File: src/rtl/alu_serial_slice.sv
// Nibble-serial 74181-style ALU: one SLICE_W-bit slice plus a carry register, valid/ready on both sides.
// Latency: accept at edge e0, out_valid after edge e0+NSLICE; at least NSLICE+2 cycles per operation.
// Backpressure: result is held in DONE until out_ready; in_ready only in IDLE. Flag outputs behind ALU_SERIAL_FLAGS_EN.
module alu_serial_slice #(
  parameter int WIDTH   = 16,
  parameter int SLICE_W = 4
) (
  input  logic             clk,
  input  logic             rst,
  input  logic             in_valid,
  output logic             in_ready,
  input  logic [3:0]       S,
  input  logic [WIDTH-1:0] A,
  input  logic [WIDTH-1:0] B,
  input  logic             M,
  input  logic             Cn,
  output logic             out_valid,
  input  logic             out_ready,
  output logic [WIDTH-1:0] F,
  output logic             Cn16
`ifdef ALU_SERIAL_FLAGS_EN
  ,
  output logic             AeqB,
  output logic             Zero
`endif
);

  localparam int NSLICE = WIDTH / SLICE_W;
  localparam int KW     = (NSLICE > 1) ? $clog2(NSLICE) : 1;
  localparam logic [KW-1:0] K_LAST = KW'(NSLICE - 1);

  localparam logic [1:0] ST_IDLE = 2'd0;
  localparam logic [1:0] ST_CALC = 2'd1;
  localparam logic [1:0] ST_DONE = 2'd2;

  typedef struct packed {
    logic [3:0]       s;
    logic [WIDTH-1:0] a;
    logic [WIDTH-1:0] b;
    logic             m;
  } op_t;

  logic [1:0]             state;
  logic [KW-1:0]          k;
  logic                   carry;
  op_t                    op_q;
  // Slices finished so far, assembled from the top down as operands shift right.
  logic [WIDTH-SLICE_W-1:0] work;
  logic [WIDTH-1:0]       f_q;
  logic                   cn16_q;

  logic [SLICE_W-1:0]     sa;
  logic [SLICE_W-1:0]     sb;
  logic [SLICE_W-1:0]     sx;
  logic [SLICE_W-1:0]     sy;
  logic [SLICE_W:0]       ssum;
  logic [SLICE_W-1:0]     snib;
  logic [WIDTH-1:0]       f_next;

  always_comb begin
    sa   = op_q.a[SLICE_W-1:0];
    sb   = op_q.b[SLICE_W-1:0];
    sx   = sa | (sb & {SLICE_W{op_q.s[0]}}) | (~sb & {SLICE_W{op_q.s[1]}});
    sy   = (sa & ~sb & {SLICE_W{op_q.s[2]}}) | (sa & sb & {SLICE_W{op_q.s[3]}});
    ssum = {1'b0, sx} + {1'b0, sy} + {{SLICE_W{1'b0}}, carry};
    snib = op_q.m ? ~(sx ^ sy) : ssum[SLICE_W-1:0];
    f_next = {snib, work};
  end

  always_ff @(posedge clk) begin
    if (rst) begin
      state  <= ST_IDLE;
      k      <= '0;
      carry  <= 1'b0;
      op_q   <= '0;
      work   <= '0;
      f_q    <= '0;
      cn16_q <= 1'b1;
    end else begin
      case (state)
        ST_IDLE: begin
          if (in_valid) begin
            op_q  <= '{s: S, a: A, b: B, m: M};
            carry <= ~Cn;
            k     <= '0;
            state <= ST_CALC;
          end
        end
        ST_CALC: begin
          op_q.a <= op_q.a >> SLICE_W;
          op_q.b <= op_q.b >> SLICE_W;
          work   <= f_next[WIDTH-1:SLICE_W];
          carry  <= ssum[SLICE_W];
          k      <= k + 1'b1;
          if (k == K_LAST) begin
            // Publish only the complete result so no partial value is ever visible.
            f_q    <= f_next;
            cn16_q <= op_q.m ? 1'b1 : ~ssum[SLICE_W];
            state  <= ST_DONE;
          end
        end
        ST_DONE: begin
          if (out_ready) state <= ST_IDLE;
        end
        default: state <= ST_IDLE;
      endcase
    end
  end

`ifdef ALU_SERIAL_FLAGS_EN
  logic aeqb_q;
  logic zero_q;

  always_ff @(posedge clk) begin
    if (rst) begin
      aeqb_q <= 1'b0;
      zero_q <= 1'b1;
    end else if (state == ST_CALC && k == K_LAST) begin
      aeqb_q <= &f_next;
      zero_q <= ~|f_next;
    end
  end

  assign AeqB = aeqb_q;
  assign Zero = zero_q;
`endif

  assign in_ready  = (state == ST_IDLE);
  assign out_valid = (state == ST_DONE);
  assign F         = f_q;
  assign Cn16      = cn16_q;

endmodule

File: config.mk
export PLATFORM = sky130hd
export DESIGN_NAME = alu_serial_slice
export DESIGN_NICKNAME = d
export VERILOG_FILES = /design/src/rtl/alu_serial_slice.sv
export SDC_FILE = /design/constraint.sdc
export NUM_CORES = 1
export LEC_CHECK = 0
export ABC_AREA = 0
export BUFFER_PORTS_ARGS = -buffer_cell sky130_fd_sc_hd__buf_2
export CAP_MARGIN = 15
export CORE_ASPECT_RATIO = 0.9
export CORE_MARGIN = 2
export CORE_UTILIZATION = 59
export CTS_CLUSTER_SIZE = 14
export DETAILED_ROUTE_END_ITERATION = 6
export GPL_TIMING_DRIVEN = 0
export PLACE_DENSITY = 0.88
export SLEW_MARGIN = 20
export SYNTH_ARGS = -nofsm -noshare
export SYNTH_HDL_FRONTEND = slang
export SYNTH_SLANG_ARGS = --single-unit
File: constraint.sdc
create_clock -name clk -period 5.9 [get_ports clk]
set_clock_uncertainty 0.15 [all_clocks]
set_input_delay 0.295 -clock clk [delete_from_list [all_inputs] [get_ports clk]]
set_output_delay 0.295 -clock clk [all_outputs]
set_load 0.02 [all_outputs]
; ---- After elaboration in Yosys (flattened, before gate mapping)
; Index checks and enable logic that the tools add are counted.
; Widths: inputs -> output; s select.
[totals]
ff_bits = 71
in_bits = 42
output_inout_bits = 19
word_cells = 51
[classes]
n_addsub = 3
n_eq_ne = 6
muxes = 12
bitwise = 14
reduce_logical = 6
[ops]
columns = cell, count
row1 = $pmux 32 s2, 1
row2 = $mux 33, 1
row3 = $and 4x4->4, 6
row4 = $or 4x4->4, 3
row5 = $mux 2, 4
row6 = $not 4->4, 2
row7 = $pmux 2 s3, 1
row8 = $reduce_and 2->1, 3
row9 = $add 4x4->5, 1
row10 = $add 5x1->5, 1
row11 = $eq 2x2->1 const B, 2
row12 = $mux 4, 1
row13 = $ne 2x2->1 const B, 2
row14 = $pmux 2 s2, 1
row15 = $xor 4x4->4, 1
row16 = $reduce_and 3->1, 1
row17 = $add 2x1->2 const B, 1
row18 = $eq 2x1->1 const B, 1
row19 = $logic_not 2->1, 1
row20 = $mux 1, 2
row21 = $ne 2x1->1 const B, 1
row22 = $not 1->1, 2
row23 = $pmux 1 s2, 1
row24 = $reduce_bool 2->1, 1

; ---- Longest topological paths before layout
; Gate-level depths: netlist of run 1.
[logic_depth]
depth_word = 8
ltp_mapped = 9
depth_no_buf = 9

; ---- Least setup slack after synthesis of run 1
; No wires, ideal clock.
[synth_path]
path_type = flip-flop to flip-flop
from = reg op_q[1] (netlist name)
to = reg f_q[14], in the netlist F[14]
setup_time_ps = 134
arrival_time_ps = 1929
required_ps = 5616
slack_ps = 3687
stages_incl_launch_ff = 10
path_buffers = 0
synth_period_minus_slack_ps = 2213
path_cell_list = dfxtp_1 > mux2_2 > and2_1 > inv_1 > fa_1 > inv_1 > fa_1 > or3_1 > nand3_1 > a21oi_1
[synth_between]
elab_chain_len = 7
elab_cells_between_ends = 13
cone_classes = 2 x add/sub / 1 x mux / 10 x bitwise
[synth_lines]
columns = element, line_no
row1 = start: declaration, 46  ; op_t op_q;
row2 = start signal: assignment, 83  ; op_q <= '{s: S, a: A, b: B, m: M};
row3 = $not 4->4, "63, 64"
row4 = $and 4x4->4 (2 in series), 64  ; sy = (sa & ~sb & {SLICE_W{op_q.s[2]}}) | (sa & sb & {SLICE_W{op_q.s[3]}});
row5 = $or 4x4->4, 64
row6 = $add 4x4->5 *, 65  ; ssum = {1'b0, sx} + {1'b0, sy} + {{SLICE_W{1'b0}}, carry};
row7 = $add 5x1->5 *, 65
row8 = $mux 4 *, 66  ; snib = op_q.m ? ~(sx ^ sy) : ssum[SLICE_W-1:0];
row9 = end signal: assignment, 97  ; f_q <= f_next;
row10 = end: declaration, 49  ; logic [WIDTH-1:0] f_q;
; Mark *: on every way between the ends. The rest lies on a longest branch, timed or not.
; A chain may end at the register's enable or synchronous reset.

; ---- Worst setup path in the final report of run 1
; Same ends and word-level chain as after synthesis.

==> summary.md, run 1 <==
| Metric | Value |
|---|---|
| Yosys reg bits | `71` |
| Routed wire length | `7.32 mm` |
| Drt wl/cell | `14.2 um` |
| Slew headroom | `66.8%` |
| # hold bufs at CTS | `0` |
| Max-cap violations | `0` |
| Standby leakage power | `1.58 nW` |
| Standard-cell row count | `25` |
| Async set or reset register ratio after synthesis | `0%` |
| Sequential fraction of the synthesis area | `a little under half` |
| Combinational share of power | `approximately 14%` |
| Outcome | `finished clean` |
| Proportion of netlist area held by the largest area contributor | `about 46%` |
| Met1 Use GR | `32.6%` |
| Number of global-route vias before repair | `between 2,000 and 3,000` |
| Area contributors post-synth | `sky130_fd_sc_hd__dfxtp_1 46%, sky130_fd_sc_hd__nand2_1 13%, sky130_fd_sc_hd__a311oi_1 6.7%, sky130_fd_sc_hd__a21oi_1 5.3%, sky130_fd_sc_hd__nor2_1 4.3%` |
| Measured slew at the worst slew-check pin | `roughly 500 ps` |
| Crit. End Element | `register` |
| Number of buffers inserted during clock tree synthesis | `9` |
| Simple-gate area share of the yosys netlist | `about a quarter` |
| P_int | `between 0.7 and 0.8 mW` |
| Number of antenna diodes | `0` |
| Final period demand of the worst path | `between 2000 and 2500 ps` |
| Setup violators final | `0` |
| F_max | `between 400 and 500 MHz` |
| Portion of netlist area occupied by mux cells | `approximately 1.6%` |
| Core Region | `between 5000 and 6000 sq um` |
| Number of remaining DRC errors | `0` |
| Switching component of the power | `0.285 mW` |
| GRT Overall Usage | `roughly a quarter` |
| DRC violation total after the first TritonRoute iteration | `between 200 and 300` |
| PortBufs | `60` |
| Top Ports | `around 60` |
| GR Util met3 | `about 8.4%` |
| Predominant post-synthesis flop cell | `sky130_fd_sc_hd__dfxtp_1` |
| Floorplan die width | `slightly above 80 um` |
| Clock Tree Root | `sky130_fd_sc_hd__clkbuf_8` |
| Post-cts gate resize count | `0` |
| P per Cell Area | `273 nW/um^2` |
| Class of the tightest hold or removal check | `input pin to register` |
| Busiest metal layer after global routing | `met2` |
| Critical path required time | `a little under 6000 ps` |
| Overflow after GRT | `0` |
| Xor/xnor cell area share of the yosys netlist | `0%` |
| Final-report hold violation count | `0` |
| Count of flip-flops with a built-in enable after synthesis | `0` |
| Fraction of final layout cells with drive strength greater than 1 | `a little under a quarter` |
| Global routing met2 resource utilization | `between 40% and 50%` |
| Net Sw Frac | `28.4%` |
| CP Class | `register to register` |
| Clock insertion delay at the later pin of the skew report | `350 ps` |
| Post-route setup slack | `3490 ps` |
| Part of the total power dissipated in sequential elements | `52.4%` |
| Drt first pass iters | `5` |
| Number of instances in the synthesized netlist | `372` |
| Via total after detailed routing | `2,814` |
| Maximum number of buffers from clock root to sink | `2` |
| Post-CTS setup repair buffer count | `0` |
| Net count after synthesis | `421` |
| Number of antenna violations at the first check in global routing | `0` |
| Area enclosed by the die boundary | `about 5900 sq um` |
| First-pass GRT wire length | `approximately 12 mm` |
| Arrival time of data at the critical path endpoint | `roughly 2500 ps` |
| Total negative setup slack | `0 ps` |
| Largest vdd supply drop | `around 0.00017 V` |
| Initial Util | `between 60% and 70%` |
| CTS HTree Levels | `3` |
| Setup repair after global routing missed its margin | `no` |
| Synth unique cells | `41` |
| Utilization of the core after routing | `a little over 70%` |
| Post-route antenna net violation count | `0` |
| Adder and majority gate portion of the synthesized area | `between 3 and 4%` |
| Crit start category | `register` |
| Overall die height | `roughly 73 um` |
| Detailed-placement wirelength estimate | `~5.2 mm` |
| Most common cell in the netlist | `sky130_fd_sc_hd__nand2_1` |
| Post-Place Setup Slack | `approximately 3500 ps` |
| Via density per instance | `between 5 and 6` |
| Count of pins over their slew limit | `0` |
| Reg clk slew, reported paths | `roughly 80 ps` |
| Biggest area consumer among synthesized cells | `sky130_fd_sc_hd__dfxtp_1` |
| CTS sink count | `approximately 70` |
| Routability congestion estimate from global placement | `just over 0.8` |
| Combinational family with the most area after synthesis | `simple AND/OR/NAND/NOR gates` |
| Pin count of the biggest net entering global routing | `13` |
| Netlist area before placement | `3120 sq um` |
| Area growth, synth to finish | `17.6%` |
| Highest fanout seen on the critical path | `4` |
| Power share of the clock group | `about a third` |
| Most frequent cells after synthesis | `107 x sky130_fd_sc_hd__nand2_1, 71 x sky130_fd_sc_hd__dfxtp_1, 36 x sky130_fd_sc_hd__nor2_1` |
| Synth Area per Inst | `between 8 and 9 sq um` |
| Complex-gate fraction of the synthesized area | `19.8%` |
| Yosys Warn Count | `0` |
| Post-route fraction of the period consumed by the critical path | `about two fifths` |
| CTS tree | `built` |
| Total Nets Final | `roughly 490` |
worst max-delay path, cell delays in order, from the launching register on:
cell	delay, ps
sky130_fd_sc_hd__dfxtp_1	390
sky130_fd_sc_hd__mux2_2	340
sky130_fd_sc_hd__and2_1	170
sky130_fd_sc_hd__inv_1	60
sky130_fd_sc_hd__fa_1	170
sky130_fd_sc_hd__inv_1	60
sky130_fd_sc_hd__fa_1	400
sky130_fd_sc_hd__or3_1	360
sky130_fd_sc_hd__nand3_1	110
sky130_fd_sc_hd__a21oi_1	60
routing by layer:
| metal | wire length (um) | vias up | part of all wire (%) |
|---|---|---|---|
| met1 | 3240 | 1310 | 44 |
| met3 | 427 | 10 | 5.8 |
| li1 | - | 1415 | - |
| met5 | 0 | - | 0 |
| met2 | 3570 | 79 | 49 |
| met4 | 86 | 0 | 1.2 |
cells by family (layout without fill, tap and decap cells):
kind of cell | count (synthesis) | in the layout
fa+ha+maj | 7 | 7
compound gates | 85 | 85
simple gates | 171 | 171
buf+inv | 33 | 109
mux | 5 | 5
flops | 71 | 71
stage by stage:
step	power [mW]	area, sq um	instances	hold slack, ps
final	1.00	3670	515	30.3
after global routing	1.05	3670	515	22.8
after CTS	1.01	3670	515	18.4
after detailed placement	0.673	3500	499	294
after global placement	0.667	3500	499	290
after floorplan	0.628	3120	372	281
sequential cells by signal, summed over array words and instances (netlist names):
| signal | count |
|---|---|
| Cn16 | 1 |
| F | 16 |
| carry | 1 |
| k | 2 |
| op_q | 37 |
| state | 2 |
| work | 12 |
layout by cell type, fill, tap and decap left out, drive strengths merged:
cell	Yosys	final
nand2	107	107
buf	23	83
dfxtp	71	71
nor2	36	36
a21oi	33	33
a311oi	24	24
clkbuf	6	16
nor2b	9	9
a22oi	9	9
clkinv	0	6
ha	5	5
inv	4	4
mux2i	4	4
a211o	3	3
a211oi	3	3
o211ai	3	3
nand2b	3	3
or3	3	3
nand3b	3	3
and2	2	2
nand3	2	2
fa	2	2
nor3b	2	2
mux2	1	1
and3b	1	1
or3b	1	1
o21a	1	1
o21ba	1	1
and2b	1	1
o21bai	1	1
a2bb2oi	1	1
a21o	1	1
o22ai	1	1
a2111oi	1	1
a311o	1	1
nand4	1	1
o32a	1	1
o21ai	1	1
power groups by stage:
stage               clock network, mW  logic (mW)  registers (mW)
floorplan                           0      0.0992           0.529
global placement                    0       0.134           0.533
detailed placement                  0       0.139           0.534
CTS                             0.344       0.139           0.523
global route                    0.364       0.155           0.527
finish                          0.337       0.140           0.524
cell type report:
cell class	instances	area, sq um
timing repair buffer	60	300
clock buffer	10	128
fill	428	1520
inverter	4	15.0
sequential	71	1420
tap	67	83.8
multi-input combinational	268	1510
buffer	29	171
clock inverter	6	37.5
worst paths after layout:
kind         startpoint       end  slack, ps  cells after the start
max             op_q[1]     F[14]       3490                      9
min reg2reg       F[11]     F[11]        300                      2
max reg2reg     op_q[1]     F[14]       3490                      9
min                S[1]  op_q[34]         30                      3
(Power assumes the default switching activity.)
==> inputs of run 2 (changes only) <==
ABC_AREA = 1   (was 0)
CORE_UTILIZATION = 54   (was 59)
PLACE_DENSITY = 0.82   (was 0.88)
clock period = 2.5 ns   (was 5.9 ns; I/O delays follow)
==> run 2 against run 1 <==
  * Count of clock-buffer cells in the layout stayed put
  * Routed wire length rose by 20%
  * Clock power rose to 3.1 times the previous value
  * Sequential power increased by 140%
  * Cell count is 13% higher
  * Sequential cell count unchanged
  * Setup slack worse by 3300 ps
  * Global-route usage rose by 3.7 points
  * First-iteration DRC count is 37% higher
  * Non-clock buffer count up 35
  * Largest cell class is now flip-flops and latches
==> summary.md, run 2 <==
| Metric | Value |
|---|---|
| Outcome | `finished clean` |
| Yosys reg bits | `71 (unchanged)` |
| Crit. End Element | `register` |
| Number of buffers inserted during clock tree synthesis | `9 (unchanged)` |
| Measured slew at the worst slew-check pin | `544 ps (+45.3 ps)` |
| Standard-cell row count | `25 (unchanged)` |
| Post-route antenna net violation count | `0 (unchanged)` |
| Post-CTS setup repair buffer count | `0 (unchanged)` |
| Area contributors post-synth | `sky130_fd_sc_hd__dfxtp_1 48%, sky130_fd_sc_hd__o21ai_0 13%, sky130_fd_sc_hd__nand2_1 10%, sky130_fd_sc_hd__a21oi_1 10%, sky130_fd_sc_hd__nor2_1 5.4%` |
| Slew headroom | `63.7% (-3.0 points)` |
| Buffers plus inverters on the worst setup path | `3 (+1)` |
| Startpoint of the lowest-slack hold path | `B[2]` |
| Max-cap violations | `0 (unchanged)` |
| Family with the most delay on the worst path | `adder cells` |
| Proportion of netlist area held by the largest area contributor | `48.0% (+2.4 points)` |
| Overall die height | `74.3 um (+1.8%)` |
| Worst hold slack across all endpoints | `45.3 ps (+15.1 ps)` |
| Number of antenna violations at the first check in global routing | `0 (unchanged)` |
| Clock insertion delay at the later pin of the skew report | `350 ps (about the same)` |
| Routability congestion estimate from global placement | `0.818 (about the same)` |
| Combinational share of power | `14.6% (+0.6 points)` |
| Net count after synthesis | `444 (+5.5%)` |
| Synth Area per Inst | `7.50 sq um (-11%)` |
| Cell type of the slowest stage on the worst timing path | `sky130_fd_sc_hd__fa_1` |
| Crit path cell chain | `inv_1 > o211ai_1 > inv_1 > fa_1 > inv_1 > fa_1 > nand2_1 > o21ai_0 > nor2_1 > nor2_1` |
| Total Nets Final | `556 (+13%)` |
| CTS sink count | `71 (unchanged)` |
| Largest vdd supply drop | `0.000554 V (+220%)` |
| Final-report hold violation count | `0 (unchanged)` |
| Power, Total | `2.71 mW (+170%)` |
| Drt first pass iters | `5 (unchanged)` |
| Biggest area consumer among synthesized cells | `sky130_fd_sc_hd__dfxtp_1` |
| Total negative setup slack | `0 ps (unchanged)` |
| Part of the total power dissipated in sequential elements | `46.3% (-6.1 points)` |
| Count of non-filler cells in the finished layout | `580 (+13%)` |
| First-pass GRT wire length | `13.8 mm (+17%)` |
| Number of instances in the synthesized netlist | `395 (+6.2%)` |
| Async set or reset register ratio after synthesis | `0% (unchanged)` |
| Routed wire length | `8.78 mm (+20%)` |
| Floorplan die width | `82.1 um (+1.8%)` |
| Via density per instance | `5.62 (+2.8%)` |
| Count of pins over their slew limit | `0 (unchanged)` |
| Overflow after GRT | `0 (unchanged)` |
| P per Cell Area | `679 nW/um^2 (+150%)` |
| Standby leakage power | `1.73 nW (+9.1%)` |
| CTS tree | `built` |
| Post-route fraction of the period consumed by the critical path | `92.9% (+52 points)` |
| Power share of the clock group | `39.1% (+5.4 points)` |
| Met3 routed wirelength | `760 um (+78%)` |
| Highest fanout seen on the critical path | `5 (+1)` |
| Final period demand of the worst path | `2320 ps (-88.9 ps)` |
| Max FFs per register | `37 (unchanged)` |
| Net Sw Frac | `27.6% (-0.89 points)` |
| Most frequent cells after synthesis | `79 x sky130_fd_sc_hd__nand2_1, 78 x sky130_fd_sc_hd__o21ai_0, 71 x sky130_fd_sc_hd__dfxtp_1` |
| Via total after detailed routing | `3,259 (+16%)` |
| Number of global-route vias before repair | `2,941 (+14%)` |
| Area growth, synth to finish | `34.6%` |
| Most common cell after layout, fill and taps aside | `sky130_fd_sc_hd__nand2_1` |
| Count of flip-flops with a built-in enable after synthesis | `0 (unchanged)` |
| Setup violators final | `0 (unchanged)` |
| Predominant post-synthesis flop cell | `sky130_fd_sc_hd__dfxtp_1` |
| Setup repair after global routing missed its margin | `no` |
| Routed wl met2 | `4.04 mm (+13%)` |
| Synth unique cells | `24 (-41%)` |
| F_max | `430 MHz (+3.8%)` |
| DRC violation total after the first TritonRoute iteration | `346 (+37%)` |
| Crit start category | `register` |
| GRT Overall Usage | `30.3% (+3.7 points)` |
| P_int | `1.96 mW (+170%)` |
| Switching component of the power | `0.747 mW (+160%)` |
| Number of remaining DRC errors | `0 (unchanged)` |
| Detailed-placement wirelength estimate | `5.14 mm (-1.3%)` |
| Top cell by count, worst path | `sky130_fd_sc_hd__inv_1` |
| Maximum number of buffers from clock root to sink | `2 (unchanged)` |
| Arrival time of data at the critical path endpoint | `2420 ps (-70 ps)` |
| Drt wl/cell | `15.1 um (+6.5%)` |
| CTS HTree Levels | `3 (unchanged)` |
| Reg clk slew, reported paths | `80 ps (about the same)` |
| Area enclosed by the die boundary | `6100 sq um (+3.6%)` |
| Top Ports | `61 (unchanged)` |
| Uppermost layer routed | `met4` |
| Worst reg2reg startpoint | `op_q[34]` |
| Post-Place Cells | `522 (+4.6%)` |
| Netlist area before placement | `2960 sq um (-5.0%)` |
| Sequential fraction of the synthesis area | `48.0% (+2.4 points)` |
| Pin count of the biggest net entering global routing | `14 (+1)` |
| CP Class | `register to register` |
| Max incr delay on CP | `420 ps (+20 ps)` |
| Worst setup path start | `op_q[34]` |
| Critical path required time | `2600 ps (-3370 ps)` |
| Largest register by flop count | `op_q` |
| Core Region | `5290 sq um (+1.8%)` |
| Class of the tightest hold or removal check | `input pin to register` |
| PortBufs | `60 (unchanged)` |
| Initial Util | `56.1% (-4.0 points)` |
| Yosys Warn Count | `0 (unchanged)` |
| M1 WL | `3.58 mm (+11%)` |
| Most frequent cells in the layout | `79 x sky130_fd_sc_hd__nand2_1, 78 x sky130_fd_sc_hd__o21ai_0, 71 x sky130_fd_sc_hd__dfxtp_1` |
| Fraction of final layout cells with drive strength greater than 1 | `18.6% (-4.7 points)` |
| Most common cell in the netlist | `sky130_fd_sc_hd__nand2_1` |
| Clock Tree Root | `sky130_fd_sc_hd__clkbuf_8` |
==> run 2: cell count changes after synthesis, sizes merged, moves of 8 or more <==
cell    change
a22oi       -9
nor2b       -9
inv        +18
o21ai      +79
nor2        +8
a21oi      +26
nand2      -26
buf        -13
a311oi     -24
==> run 2: worst paths after layout <==
check | end | slack, ps | cells after the start
worst max register to register | work[9] | 180 | 10
worst max-delay path | work[9] | 180 | 10
worst min-delay path | op_q[3] | 50 | 3
worst min register to register | op_q[27] | 310 | 2
==> run 2: worst register-to-register path, delay by kind of cell, from the launching register on <==
kind / cells / cell delay (ps)
adder cells (fa/ha/maj): 2 / 810
AO/OA/AOI/OAI: 2 / 400
buffers and inverters: 3 / 280
AND/OR/NAND/NOR: 3 / 260
flip-flops: 1 / 310
==> run 2: layout make-up <==
| cell class | instances | area (sq um) |
|---|---|---|
| flip-flops and latches | 71 | 1420 |
| clock inverters | 6 | 91.3 |
| clock buffers | 10 | 138 |
| well taps | 67 | 83.8 |
| multi-input cells | 279 | 1340 |
| fillers | 380 | 1300 |
| diodes | 1 | 2.50 |
| repair buffers | 101 | 711 |
| plain buffers | 23 | 125 |
| inverters | 22 | 82.6 |
==> run 2: routing by layer <==
| metal | track usage (%) | up-vias |
|---|---|---|
| li1 | - | 1533 |
| met1 | 36.5 | 1483 |
| met2 | 50.6 | 196 |
| met3 | 7.65 | 47 |
| met4 | 15.2 | 0 |
| met5 | 0 | - |
==> run 2: metrics by stage <==
stage	utilization (%)	worst slack [ps]	cell area, sq um
after floorplan	-	436	2960
final	75.5	176	3990
after detailed placement	63.3	229	3350
after global routing	75.4	46.8	3990
after CTS	75.4	204	3990
after global placement	63.3	249	3350
==> run 2: power groups by stage <==
stage                     combinational, mW  sequential [mW]  clock, mW
final                                 0.394             1.25       1.06
after detailed placement              0.321             1.27          0
after floorplan                       0.221             1.26          0
after CTS                             0.375             1.25       1.06
after global placement                0.311             1.27          0
after global routing                  0.433             1.26       1.11
==> run 2: cell families after synthesis <==
| kind of cell | after synthesis | synth area share, % |
|---|---|---|
| buffers and inverters | 45 | 7.01 |
| adder cells (fa/ha/maj) | 7 | 3.46 |
| AND/OR/NAND/NOR | 130 | 17.3 |
| AO/OA/AOI/OAI | 141 | 24.0 |
| multiplexers | 1 | 0.338 |
| flip-flops | 71 | 48.0 |
==> run 2: repair_timing <==
| item | CTS | global route |
|---|---|---|
| resized for setup | 0 | 0 |
| hold buffers | 41 | 0 |
| hold endpoints to repair | 39 | 0 |
==> inputs of run 3 (changes only) <==
CORE_ASPECT_RATIO = 1.5   (was 0.9)
==> run 3 against run 2 <==
  * Non-clock buffer count down 2
  * First-iteration DRC count down 47%
  * Critical path type unchanged
  * Sequential share of layout area up 0.44 points
  * Clock power down 15%
  * Count of clock-buffer cells in the layout up 3
  * Largest cell class unchanged
  * Global-route usage down 1.4 points
==> summary.md, run 3 (synthesized netlist as in run 2, its figures left out) <==
| Metric | Value |
|---|---|
| CP Class | `register to register` |
| Standby leakage power | `1.69 nW (-2.0%)` |
| Outcome | `finished clean` |
| P per Cell Area | `642 nW/um^2 (-5.4%)` |
| Reg clk slew, reported paths | `70 ps (about the same)` |
| CTS sink count | `71 (unchanged)` |
| Floorplan die width | `64.5 um (-21%)` |
| Post-route antenna net violation count | `0 (unchanged)` |
| Post-route setup slack | `284 ps (+108 ps)` |
| Critical path required time | `2570 ps (-30 ps)` |
| Setup repair after global routing missed its margin | `no` |
| Utilization of the core after routing | `73.4% (-2.1 points)` |
| Clock Tree Root | `sky130_fd_sc_hd__clkbuf_8` |
| CTS HTree Levels | `3 (unchanged)` |
| Area growth, synth to finish | `33.0%` |
| Number of global-route vias before repair | `3,038 (+3.3%)` |
| DRC violation total after the first TritonRoute iteration | `183 (-47%)` |
| Crit path cell chain | `nor2_1 > nor3_2 > inv_1 > fa_1 > inv_1 > fa_1 > nand2_1 > o21ai_0 > nand2_1 > a21oi_1` |
| Via density per instance | `5.31 (-5.5%)` |
| Most common cell after layout, fill and taps aside | `sky130_fd_sc_hd__nand2_1` |
| Count of non-filler cells in the finished layout | `581 (+0.17%)` |
| F_max | `451 MHz (+4.9%)` |
| Pin count of the biggest net entering global routing | `12 (-2)` |
| Number of buffers inserted during clock tree synthesis | `9 (unchanged)` |
| Buffers plus inverters on the worst setup path | `2 (-1)` |
| Final period demand of the worst path | `2220 ps (-108 ps)` |
| Slew headroom | `62.7% (-1.0 points)` |
| Routability congestion estimate from global placement | `0.858 (+4.9%)` |
| Largest register by flop count | `op_q` |
| Via total after detailed routing | `3,085 (-5.3%)` |
| Final-report hold violation count | `0 (unchanged)` |
| Logic depth of the worst setup path including buffers | `10 (unchanged)` |
| Largest vdd supply drop | `0.000487 V (-12%)` |
| Setup violators final | `0 (unchanged)` |
| Number of antenna violations at the first check in global routing | `1 (+1)` |
| Overflow after GRT | `0 (unchanged)` |
| Worst hold slack across all endpoints | `42.3 ps (-3.09 ps)` |
| Number of cells traversed by the worst register-to-register path | `10 (unchanged)` |
| Drt first pass iters | `5 (unchanged)` |
| Power, Total | `2.53 mW (-6.5%)` |
| Post-layout instance area | `3940 sq um (-1.2%)` |
| Max FFs per register | `37 (unchanged)` |
| Worst hold path stage count | `3 (unchanged)` |
| Crit start category | `register` |
| Footprint of the flip-flops and latches | `1420 sq um (unchanged)` |
| Fraction of final layout cells with drive strength greater than 1 | `18.2% (-0.32 points)` |
| Standard-cell row count | `33 (+32%)` |
| Arrival time of data at the critical path endpoint | `2280 ps (-140 ps)` |
| Family with the most delay on the worst path | `adder cells` |
| Number of remaining DRC errors | `0 (unchanged)` |
| Post-Place Setup Slack | `238 ps (+8.78 ps)` |
| Post-route fraction of the period consumed by the critical path | `88.6% (-4.3 points)` |
| Measured slew at the worst slew-check pin | `559 ps (+15.4 ps)` |
| Post-CTS setup repair buffer count | `0 (unchanged)` |
| Total negative setup slack | `0 ps (unchanged)` |
| GRT Overall Usage | `29.0% (-1.4 points)` |
| Core Region | `5370 sq um (+1.5%)` |
| Filler cell count | `415 (+9.2%)` |
| Post-Place Cells | `525 (+0.57%)` |
| Routed wire length | `8.25 mm (-6.0%)` |
| First-pass GRT wire length | `13.5 mm (-1.8%)` |
| Detailed-placement wirelength estimate | `5.34 mm (+3.9%)` |
| Total cell area at the placement stage | `3350 sq um (+0.11%)` |
| Total Nets Final | `554 (-0.36%)` |
| Area of the multi-input gates | `1340 sq um (+0.38%)` |
| CTS tree | `built` |
| Overall die height | `94.7 um (+28%)` |
| Clock insertion delay at the later pin of the skew report | `350 ps (about the same)` |
| Most frequent cells in the layout | `79 x sky130_fd_sc_hd__nand2_1, 78 x sky130_fd_sc_hd__o21ai_0, 71 x sky130_fd_sc_hd__dfxtp_1` |
| Class of the tightest hold or removal check | `input pin to register` |
| Cell type of the slowest stage on the worst timing path | `sky130_fd_sc_hd__dfxtp_1` |
| Area enclosed by the die boundary | `6110 sq um (+0.19%)` |
| Count of pins over their slew limit | `0 (unchanged)` |
| Crit. End Element | `register` |
| PortBufs | `60 (unchanged)` |
| Top Ports | `61 (unchanged)` |
| Max-cap violations | `0 (unchanged)` |
| Maximum number of buffers from clock root to sink | `2 (unchanged)` |
| Initial Util | `55.2% (-0.85 points)` |
| Drt wl/cell | `14.2 um (-6.2%)` |
| Highest fanout seen on the critical path | `5 (unchanged)` |
| Max incr delay on CP | `410 ps (about the same)` |
==> run 3: cell count changes in the layout (fill, tap and decap cells not counted), sizes merged <==
cell         before  now
inv              24   22
clkinv            2    1
bufinv            2    1
clkbuf           23   26
clkinvlp          0    1
dlygate4sd3      41   39
==> run 3: final timing paths <==
kind | from | to | slack (ps)
max | op_q[1] | F[13] | 280
min | A[5] | op_q[22] | 40
max reg2reg | op_q[1] | F[13] | 280
min reg2reg | F[9] | F[9] | 310
==> run 3: timing repair <==
action / 4_1_cts / 5_1_grt
setup endpoints to repair: 0 / 3
hold buffers: 39 / 0
endpoints found under the hold margin: 39 / 0
resized for setup: 0 / 1
==> run 3: layout make-up <==
type | instances | share of cell area, %
clock inverters | 3 | 1.08
multi-input cells | 279 | 34.0
clock buffers | 13 | 3.78
diodes | 1 | 0.0635
inverters | 22 | 2.10
plain buffers | 23 | 3.17
well taps | 70 | 2.22
flip-flops and latches | 71 | 36.1
repair buffers | 99 | 17.5
==> run 3: power by group <==
group	switching (mW)	total, mW	leakage [nW]	internal, mW
Sequential	0.0506	1.25	0.583	1.20
Combinational	0.217	0.378	1.02	0.161
Clock	0.412	0.900	0.0936	0.488
==> run 3: metal layers <==
| metal | wire length, um | share of wire, % | vias up | global-route usage (%) |
|---|---|---|---|---|
| met5 | 0 | 0 | - | 0 |
| met3 | 497 | 6.0 | 28 | 7.27 |
| li1 | - | - | 1529 | - |
| met2 | 4420 | 54 | 122 | 55.3 |
| met4 | 311 | 3.8 | 0 | 14.0 |
| met1 | 3020 | 37 | 1406 | 28.6 |
==> run 3: worst register-to-register path: stages (launching register included) <==
cell	delay [ps]
sky130_fd_sc_hd__dfxtp_1	410
sky130_fd_sc_hd__nor2_1	80
sky130_fd_sc_hd__nor3_2	190
sky130_fd_sc_hd__inv_1	80
sky130_fd_sc_hd__fa_1	360
sky130_fd_sc_hd__inv_1	100
sky130_fd_sc_hd__fa_1	410
sky130_fd_sc_hd__nand2_1	70
sky130_fd_sc_hd__o21ai_0	110
sky130_fd_sc_hd__nand2_1	80
sky130_fd_sc_hd__a21oi_1	60
